===== src/rtl/conware_pkg.sv =====
// Shared definitions for the conware stream blocks: FSM states, default
// geometry and a counter-width helper.
package conware_pkg;

    typedef enum logic {
        IDLE = 1'b0,
        SEND = 1'b1
    } state_t;

    localparam int DEFAULT_DWIDTH = 32;
    localparam int DEFAULT_WIDTH  = 8;
    localparam int DEFAULT_HEIGHT = 8;

    // A counter over n items needs clog2(n) bits, but never fewer than one.
    function automatic int cntBits(input int n);
        return (n > 1) ? $clog2(n) : 1;
    endfunction

endpackage


===== src/rtl/buffer2axis_if.sv =====
// AXI4-Stream master bus carrying rendered pixels downstream.
interface buffer2axis_if
    import conware_pkg::*;
#(
    parameter int DWIDTH = DEFAULT_DWIDTH
);

    logic [DWIDTH-1:0] TDATA;
    logic              TVALID;
    logic              TREADY;
    logic              TLAST;

    modport master (
        output TDATA,
        output TVALID,
        output TLAST,
        input  TREADY
    );

    modport slave (
        input  TDATA,
        input  TVALID,
        input  TLAST,
        output TREADY
    );

endinterface


===== src/rtl/cell2color.sv =====
// Maps one cell state to its pixel color; shared by the conware stream blocks.
module cell2color
    import conware_pkg::*;
#(
    parameter int DWIDTH = DEFAULT_DWIDTH
) (
    input  logic              i_bit,
    input  logic [DWIDTH-1:0] i_alive,
    input  logic [DWIDTH-1:0] i_dead,
    output logic [DWIDTH-1:0] o_pixel
);

    assign o_pixel = i_bit ? i_alive : i_dead;

endmodule


===== src/rtl/buffer2axis.sv =====
// Serialises one row of cell states into AXI4-Stream pixels, one beat per
// cell, with TLAST on the final pixel of every HEIGHT-row frame.
module buffer2axis
    import conware_pkg::*;
#(
    parameter int DWIDTH = DEFAULT_DWIDTH,
    parameter int WIDTH  = DEFAULT_WIDTH,
    parameter int HEIGHT = DEFAULT_HEIGHT
) (
    input  logic              clk,
    input  logic              rst,
    input  logic [DWIDTH-1:0] alive_color,
    input  logic [DWIDTH-1:0] dead_color,
    input  logic [WIDTH-1:0]  in_data,
    input  logic              in_valid,
    output logic              in_ready,
    buffer2axis_if.master     M_AXIS
);

    localparam int PW = cntBits(WIDTH);
    localparam int RW = cntBits(HEIGHT);
    localparam logic [PW-1:0] LAST_PIX = PW'(WIDTH - 1);
    localparam logic [RW-1:0] LAST_ROW = RW'(HEIGHT - 1);

    state_t             r_state;
    state_t             w_stateNext;
    logic               w_beat;
    logic               w_capture;
    logic [PW-1:0]      r_pixCnt;
    logic [RW-1:0]      r_rowCnt;
    logic [WIDTH-1:0]   r_row;
    logic [DWIDTH-1:0]  r_alive;
    logic [DWIDTH-1:0]  r_dead;
    logic [DWIDTH-1:0]  w_pixel;

    always_comb begin
        w_stateNext = r_state;
        w_beat      = 1'b0;
        w_capture   = 1'b0;
        case (r_state)
            IDLE: begin
                if (in_valid) begin
                    w_capture   = 1'b1;
                    w_stateNext = SEND;
                end
            end
            SEND: begin
                if (M_AXIS.TREADY) begin
                    w_beat = 1'b1;
                    if (r_pixCnt == LAST_PIX) begin
                        w_stateNext = IDLE;
                    end
                end
            end
            default: w_stateNext = IDLE;
        endcase
    end

    always_ff @(posedge clk) begin
        if (rst) begin
            r_state <= IDLE;
        end else begin
            r_state <= w_stateNext;
        end
    end

    // Row and colors are frozen at capture so input changes never reach a row in flight.
    always_ff @(posedge clk) begin
        if (rst) begin
            r_pixCnt <= '0;
            r_rowCnt <= '0;
            r_row    <= '0;
            r_alive  <= '0;
            r_dead   <= '0;
        end else if (w_capture) begin
            r_pixCnt <= '0;
            r_row    <= in_data;
            r_alive  <= alive_color;
            r_dead   <= dead_color;
        end else if (w_beat) begin
            if (r_pixCnt == LAST_PIX) begin
                r_pixCnt <= '0;
                r_rowCnt <= (r_rowCnt == LAST_ROW) ? '0 : r_rowCnt + 1'b1;
            end else begin
                r_pixCnt <= r_pixCnt + 1'b1;
            end
        end
    end

    cell2color #(
        .DWIDTH (DWIDTH)
    ) u_cell2color (
        .i_bit   (r_row[r_pixCnt]),
        .i_alive (r_alive),
        .i_dead  (r_dead),
        .o_pixel (w_pixel)
    );

    // Outputs depend only on registered state, never on TREADY or in_valid.
    assign in_ready      = (r_state == IDLE);
    assign M_AXIS.TVALID = (r_state == SEND);
    assign M_AXIS.TDATA  = (r_state == SEND) ? w_pixel : '0;
    assign M_AXIS.TLAST  = (r_state == SEND) && (r_pixCnt == LAST_PIX) && (r_rowCnt == LAST_ROW);

endmodule

===== src/flat_wrapper.sv =====
// flat-port wrapper written by rule: the top's interface ports become plain ports
module buffer2axis_flat import conware_pkg::*;
#(
    parameter int DWIDTH = DEFAULT_DWIDTH,
    parameter int WIDTH  = DEFAULT_WIDTH,
    parameter int HEIGHT = DEFAULT_HEIGHT
)
  (clk, rst, alive_color, dead_color, in_data, in_valid, in_ready, M_AXIS_TDATA, M_AXIS_TVALID, M_AXIS_TLAST, M_AXIS_TREADY);
  buffer2axis_if #(.DWIDTH(DWIDTH)) M_AXIS_i ();
  input  logic clk;
  input  logic rst;
  input  logic [DWIDTH-1:0] alive_color;
  input  logic [DWIDTH-1:0] dead_color;
  input  logic [WIDTH-1:0] in_data;
  input  logic in_valid;
  output logic in_ready;
  output wire logic [$bits(M_AXIS_i.TDATA)-1:0] M_AXIS_TDATA;
  output wire logic [$bits(M_AXIS_i.TVALID)-1:0] M_AXIS_TVALID;
  output wire logic [$bits(M_AXIS_i.TLAST)-1:0] M_AXIS_TLAST;
  input wire logic [$bits(M_AXIS_i.TREADY)-1:0] M_AXIS_TREADY;
  assign M_AXIS_TDATA = M_AXIS_i.TDATA;
  assign M_AXIS_TVALID = M_AXIS_i.TVALID;
  assign M_AXIS_TLAST = M_AXIS_i.TLAST;
  assign M_AXIS_i.TREADY = M_AXIS_TREADY;
  buffer2axis #(.DWIDTH(DWIDTH), .WIDTH(WIDTH), .HEIGHT(HEIGHT)) u_core (.clk(clk), .rst(rst), .alive_color(alive_color), .dead_color(dead_color), .in_data(in_data), .in_valid(in_valid), .in_ready(in_ready), .M_AXIS(M_AXIS_i));
endmodule

===== config.mk =====
export PLATFORM = sky130hd
export DESIGN_NAME = buffer2axis_flat
export DESIGN_NICKNAME = d
export VERILOG_FILES = /design/src/rtl/conware_pkg.sv /design/src/rtl/buffer2axis_if.sv /design/src/rtl/cell2color.sv /design/src/rtl/buffer2axis.sv /design/src/flat_wrapper.sv
export SDC_FILE = /design/constraint.sdc
export NUM_CORES = 1
export LEC_CHECK = 0
export ABC_AREA = 1
export BUFFER_PORTS_ARGS = -buffer_cell sky130_fd_sc_hd__buf_2
export CAP_MARGIN = 25
export CORE_MARGIN = 10
export CORE_UTILIZATION = 55
export DETAILED_ROUTE_END_ITERATION = 10
export PLACE_DENSITY_LB_ADDON = 0.3
export SKIP_CTS_REPAIR_TIMING = 1
export SLEW_MARGIN = 20
export SYNTH_ARGS = -nofsm -noshare
export SYNTH_HDL_FRONTEND = slang
export SYNTH_SLANG_ARGS = --single-unit
export TNS_END_PERCENT = 50

===== constraint.sdc =====
create_clock -name clk -period 1.9 [get_ports clk]
set_input_delay 0.285 -clock clk [delete_from_list [all_inputs] [get_ports clk]]
set_output_delay 0.285 -clock clk [all_outputs]
set_load 0.005 [all_outputs]

==> reports/metrics.cfg, run 1 <==
[worst_setup_path]
path_max_fanout = 8
start_kind = flip-flop
crit_required_ps = 1620
worst-path-buf-inv = 2
path_delay_family = simple AND/OR/NAND/NOR gates
r2r_slack_ps = 250
critPathKind = flip-flop to output port
cp.arrival_ps = 1660
cpPeakStageDelay_ps = 400
crit_slowest_cell = dfxtp_4
worstPathCellList = inv_6 > nand2_2 > nand3_2 > nand2_2 > nand2_8 > nand2_8 > nor2_2 > nor2_2 > buf_2
end_kind = output port

[route]
routed_wl_mm = 10.1
ant_nets = 0
routed_via_density = 5.23
first_iter_violations = 144
wl_per_cell_um = 14.6
drc = 0
first_pass_iters = 5
vias = 3622

[layout]
area_delta_synth_final_pct = 24.1
drive_above_1_share_pct = 31.1
final_core_util_pct = 70.9
n_antenna_cell = 0
nets = 690

[sta]
setup_violations = 32
hold_violations = 0
rsz0062_at_grt = yes
skew_ps = 7.03
tightest_slew_ps = 506
period_needed_ps = 1950
finalSetupTns_ps = -700
maxSlewHeadroom_pct = 66.0
max_freq_ghz = 0.514
setup_ws_ps = -46.0
period_share_pct = 102
slew_violations = 0

[floorplanning]
fp.dieW_um = 101
die_y_um = 101
core_um2 = 6390
start_util_pct = 57.1
die-area_um2 = 10300
io_pins = 111
rows = 29

[pwr]
total_leakage_power_nw = 2.10
peakVddDrop_mv = 0.533
power.density_nw_per_um2 = 831

[logic_synthesis]
synth-seq-cells = 79
ys_seq_area_share_pct = 43.4
syn_avg_cell_area_um2 = 7.11
synth_nets = 593
syn_area_um2 = 3650
synth_cell_types = 21
yosysWarningCount = 0
syn_inst = 513

[placed_design]
routabilityCongestion = 0.870
port-buffer-count = 110
hpwl_mm = 6.86
pre_cts_slack_ps = 121

[cts]
htree_num_levels = 3
cts_tree = built
cts.sinks = 79
cts_made_buffers = 9
clockBufferDepth = 2
root_buffer = clkbuf_8
clock_latency_ps = 340
clk_pin_slew_ps = 80

[min_path]
hold_path.class = primary input to flip-flop

[global_route]
track_usage_pct = 18.4
antenna_found_initial = 0
grt_start_max_net_pins = 114
grt_pass1_vias = 3519
overflow = 0
grt_pass1_wl_mm = 15.7

[run_status]
failed_checks = negative setup slack
status = complete, but fails checks

[flow_run]
maxCapViolCount = 0

==> area by class of cell <==
| class | instances | area [um2] |
|---|---|---|
| clock buffer | 12 | 155 |
| tap | 77 | 96.3 |
| sequential | 79 | 1590 |
| multi-input combinational | 352 | 1800 |
| inverter | 49 | 189 |
| fill | 568 | 1860 |
| clock inverter | 4 | 20.0 |
| timing repair buffer | 119 | 674 |
==> layer usage <==
layer	global-route usage, %	routed length (um)
met2	30.4	4970
met5	0	0
met4	7.82	187
met3	5.24	704
met1	21.8	4270
==> synth_stat cells (all sizes together) <==
master / number / area, um2
ha: 4 / 50.1
nand3: 39 / 225
o21ai: 74 / 370
dfxtp: 79 / 1580
a21oi: 43 / 215
buf: 25 / 166
nand2: 49 / 209
a211oi: 3 / 22.5
clkbuf: 11 / 41.3
nor3: 2 / 10.0
nor2: 135 / 572
inv: 49 / 184
==> kinds of logic after synthesis <==
kind of cell    after synthesis  share of synthesized area [%]
compound gates              120                           16.7
fa+ha+maj                     4                           1.37
buf+inv                      85                           10.7
flops                        79                           43.4
simple gates                225                           27.9
==> flip-flops by register name, indices dropped and copies added (netlist names) <==
name	count
u_core.M_AXIS.TVALID	1
u_core.r_dead	32
u_core.r_row	8
u_core.r_pixCnt	3
u_core.r_alive	32
u_core.r_rowCnt	3
==> power by group <==
group | internal, mW | switching [mW]
registers | 1.78 | 0.0537
logic | 0.336 | 0.492
clock network | 0.538 | 0.566
==> metrics by stage <==
stage          area [um2]  total power [mW]  hold WS, ps  cells
5_1_grt              4530              3.98          140    692
6_report             4530              3.76          136    692
3_3_place_gp         4160              2.58          438    672
4_1_cts              4340              3.70          130    688
3_5_place_dp         4160              2.61          444    672
2_1_floorplan        3650              2.40          354    513
==> cells in the final DEF, fill, tap and decap left out, drive strengths merged <==
cell and n:
dfxtp 79, nand3 39, inv 48, nand2 52
clkinv 5, ha 4, nor3 2, buf 119
nor2 135, a21oi 43, clkbuf 12, o21ai 74
a211oi 3
==> worst paths after layout <==
kind                                      startpoint            endpoint  cells after the start
worst max-delay path              u_core.r_pixCnt[0]     M_AXIS_TDATA[4]                      9
worst min-delay path                             rst  u_core.r_rowCnt[1]                      2
worst max register to register  u_core.M_AXIS.TVALID  u_core.r_rowCnt[0]                      7
worst min register to register    u_core.r_alive[26]  u_core.r_alive[26]                      2
==> worst reg2reg max path, cell delays in order (launching register included) <==
cell	delay (ps)
dfxtp_1	350
buf_4	360
nand2_2	190
nor2_1	320
inv_2	90
nor3_1	150
a21oi_1	60
nor2_1	80
Note: power is estimated with default switching activity, not from simulation.
==> run 2: changes to the inputs <==
Settings changed: BUFFER_PORTS_ARGS -buffer_cell sky130_fd_sc_hd__buf_2 to -buffer_cell sky130_fd_sc_hd__clkbuf_2, CORE_UTILIZATION 55 to 25, PLACE_DENSITY_LB_ADDON 0.3 to 0.12.
==> reports/metrics.cfg, run 2 (synthesized netlist as in run 1, its figures left out) <==
[sta]
skew_ps = 5.36  ; -1.66 ps
finalSetupTns_ps = -1500  ; -796 ps
maxSlewHeadroom_pct = 73.3  ; +7.3 points
rsz0062_at_grt = yes
hold_ws_ps = 145  ; +8.96 ps
period_needed_ps = 1970  ; +28.4 ps
max_freq_ghz = 0.506  ; -1.4%
hold_violations = 0  ; unchanged
slew_violations = 0  ; unchanged
setup_ws_ps = -74.4  ; -28.4 ps
setup_violations = 32  ; unchanged
period_share_pct = 104  ; +1.5 points
tightest_slew_ps = 400  ; -106 ps

[worst_setup_path]
reg2reg_to = u_core.r_rowCnt[0]
r2r_slack_ps = 390  ; +140 ps
critPathKind = flip-flop to output port
cp.arrival_ps = 1690  ; +30 ps
crit_required_ps = 1620  ; about the same
start_kind = flip-flop
path_max_fanout = 6  ; -2
regToRegStartpoint = u_core.r_pixCnt[1]
end_kind = output port
ff2ff_path_depth = 8  ; +1

[global_route]
overflow = 0  ; unchanged
track_usage_pct = 11.7  ; -6.6 points
grt_start_max_net_pins = 38  ; -67%
antenna_found_initial = 0  ; unchanged
grt_pass1_vias = 3766  ; +7.0%
grt_pass1_wl_mm = 18.8  ; +20%

[cts]
root_buffer = clkbuf_16
cts_tree = built
cts.sinks = 79  ; unchanged
clockBufferDepth = 2  ; unchanged
cts_made_buffers = 9  ; unchanged
htree_num_levels = 3  ; unchanged
clk_pin_slew_ps = 60  ; -20 ps
clock_latency_ps = 350  ; about the same

[floorplanning]
fp.dieW_um = 141  ; +39%
start_util_pct = 25.3  ; -32 points
io_pins = 111  ; unchanged
core_um2 = 14400  ; +130%
die_y_um = 141  ; +39%
rows = 44  ; +52%
die-area_um2 = 19800  ; +93%

[route]
first_iter_violations = 142  ; -1.4%
top_layer_used = met4
ant_nets = 0  ; unchanged
met2_length_mm = 5.69  ; +14%
wl_met1_mm = 5.37  ; +26%
vias = 3559  ; -1.7%
routed_via_density = 4.43  ; -15%
drc = 0  ; unchanged
wl_met3_um = 868  ; +23%
first_pass_iters = 4  ; -1
routed_wl_mm = 12.1  ; +19%
wl_per_cell_um = 15.0  ; +2.7%

[placed_design]
dpl-instance-area_um2 = 4370  ; +5.0%
port-buffer-count = 110  ; unchanged
dp_cells = 784  ; +17%
routabilityCongestion = 0.747  ; -14%
hpwl_mm = 8.34  ; +22%

[layout]
layout_commonest_cell = nor2_1
stdcell_count = 803  ; +16%
fill_cells = 1600  ; +180%
nets = 695  ; +0.72%
area_delta_synth_final_pct = 34.3
n_antenna_cell = 0  ; unchanged
finalInstanceArea_um2 = 4900  ; +8.2%
reg_top3 = u_core.r_alive (32), u_core.r_dead (32), u_core.r_row (8)
drive_above_1_share_pct = 31.0  ; -0.039 points
layout_common_cells = 106 x nor2_1, 89 x clkbuf_2, 75 x dfxtp_1, 74 x o21ai_0, 44 x inv_1

[min_path]
worstHoldStart = rst
hold_path.class = primary input to flip-flop
hold_end = u_core.r_rowCnt[1]
hold_depth = 2  ; unchanged

[pwr]
total_leakage_power_nw = 2.20  ; +4.5%
peakVddDrop_mv = 0.440  ; -17%
power.density_nw_per_um2 = 908  ; +9.2%

[flow_run]
maxCapViolCount = 0  ; unchanged

[run_status]
failed_checks = negative setup slack
status = complete, but fails checks

[run 2: cell types whose count changed in the layout (fill, tap and decap cells not counted), moves of 4 or more]
| cell | previous run | this run |
|---|---|---|
| clkbuf_1 | 1 | 5 |
| clkbuf_2 | 0 | 89 |
| buf_2 | 110 | 21 |
| nand2_4 | 2 | 7 |
| nand3_1 | 28 | 33 |
| nand2_8 | 5 | 1 |
| buf_12 | 2 | 8 |
| nand3_4 | 1 | 6 |
| nand3_2 | 10 | 0 |
| clkbuf_8 | 11 | 0 |
| clkinv_2 | 4 | 0 |
| clkbuf_16 | 0 | 12 |
[run 2: worst max-delay path by stage]
stage	slack [ps]	from	to	depth (start not counted)
CTS	-210	u_core.r_pixCnt[0]	M_AXIS_TDATA[11]	10
finish	-70	u_core.r_pixCnt[0]	M_AXIS_TDATA[5]	10
global placement	230	u_core.r_pixCnt[0]	M_AXIS_TDATA[11]	10
global route	-180	u_core.r_pixCnt[0]	M_AXIS_TDATA[8]	9
floorplan	490	u_core.r_pixCnt[0]	M_AXIS_TDATA[10]	9
detailed placement	170	u_core.r_pixCnt[0]	M_AXIS_TDATA[11]	10
[run 2: power by group]
group / internal (mW) / switching (mW) / leakage [nW]
Combinational: 0.403 / 0.522 / 1.41
Sequential: 1.78 / 0.0529 / 0.655
Clock: 1.01 / 0.673 / 0.131
Total: 3.20 / 1.25 / 2.20
[run 2: critical path: stages, from the launching register on]
cell and delay, ps:
dfxtp_4 390, inv_6 60, nand2_2 80, nand3_4 80, nand2_2 90, nand2_4 70
nand2_8 130, clkbuf_16 170, nor2_2 40, nor2_2 100, buf_2 130
[run 2: final cells by class]
class | count | area [um2] | share of cell area (%)
inverter | 49 | 189 | 3.86
clock buffer | 14 | 244 | 4.98
sequential | 79 | 1590 | 32.4
tap | 184 | 230 | 4.70
timing repair buffer | 127 | 838 | 17.1
clock inverter | 1 | 30.0 | 0.613
multi-input combinational | 349 | 1780 | 36.3
[run 2: stage by stage]
| step | utilization, % | worst slack (ps) | power [mW] |
|---|---|---|---|
| finish | 34.0 | -74.4 | 4.45 |
| global route | 34.0 | -176 | 4.71 |
| CTS | 32.2 | -215 | 4.41 |
| detailed placement | 30.3 | 174 | 2.68 |
| global placement | 30.3 | 228 | 2.67 |
| floorplan | - | 495 | 2.40 |
[run 2: layer usage]
metal,track usage (%),vias up
li1,-,1844
met1,13.4,1624
met2,19.4,78
met3,5.11,13
met4,3.59,0
met5,0,-
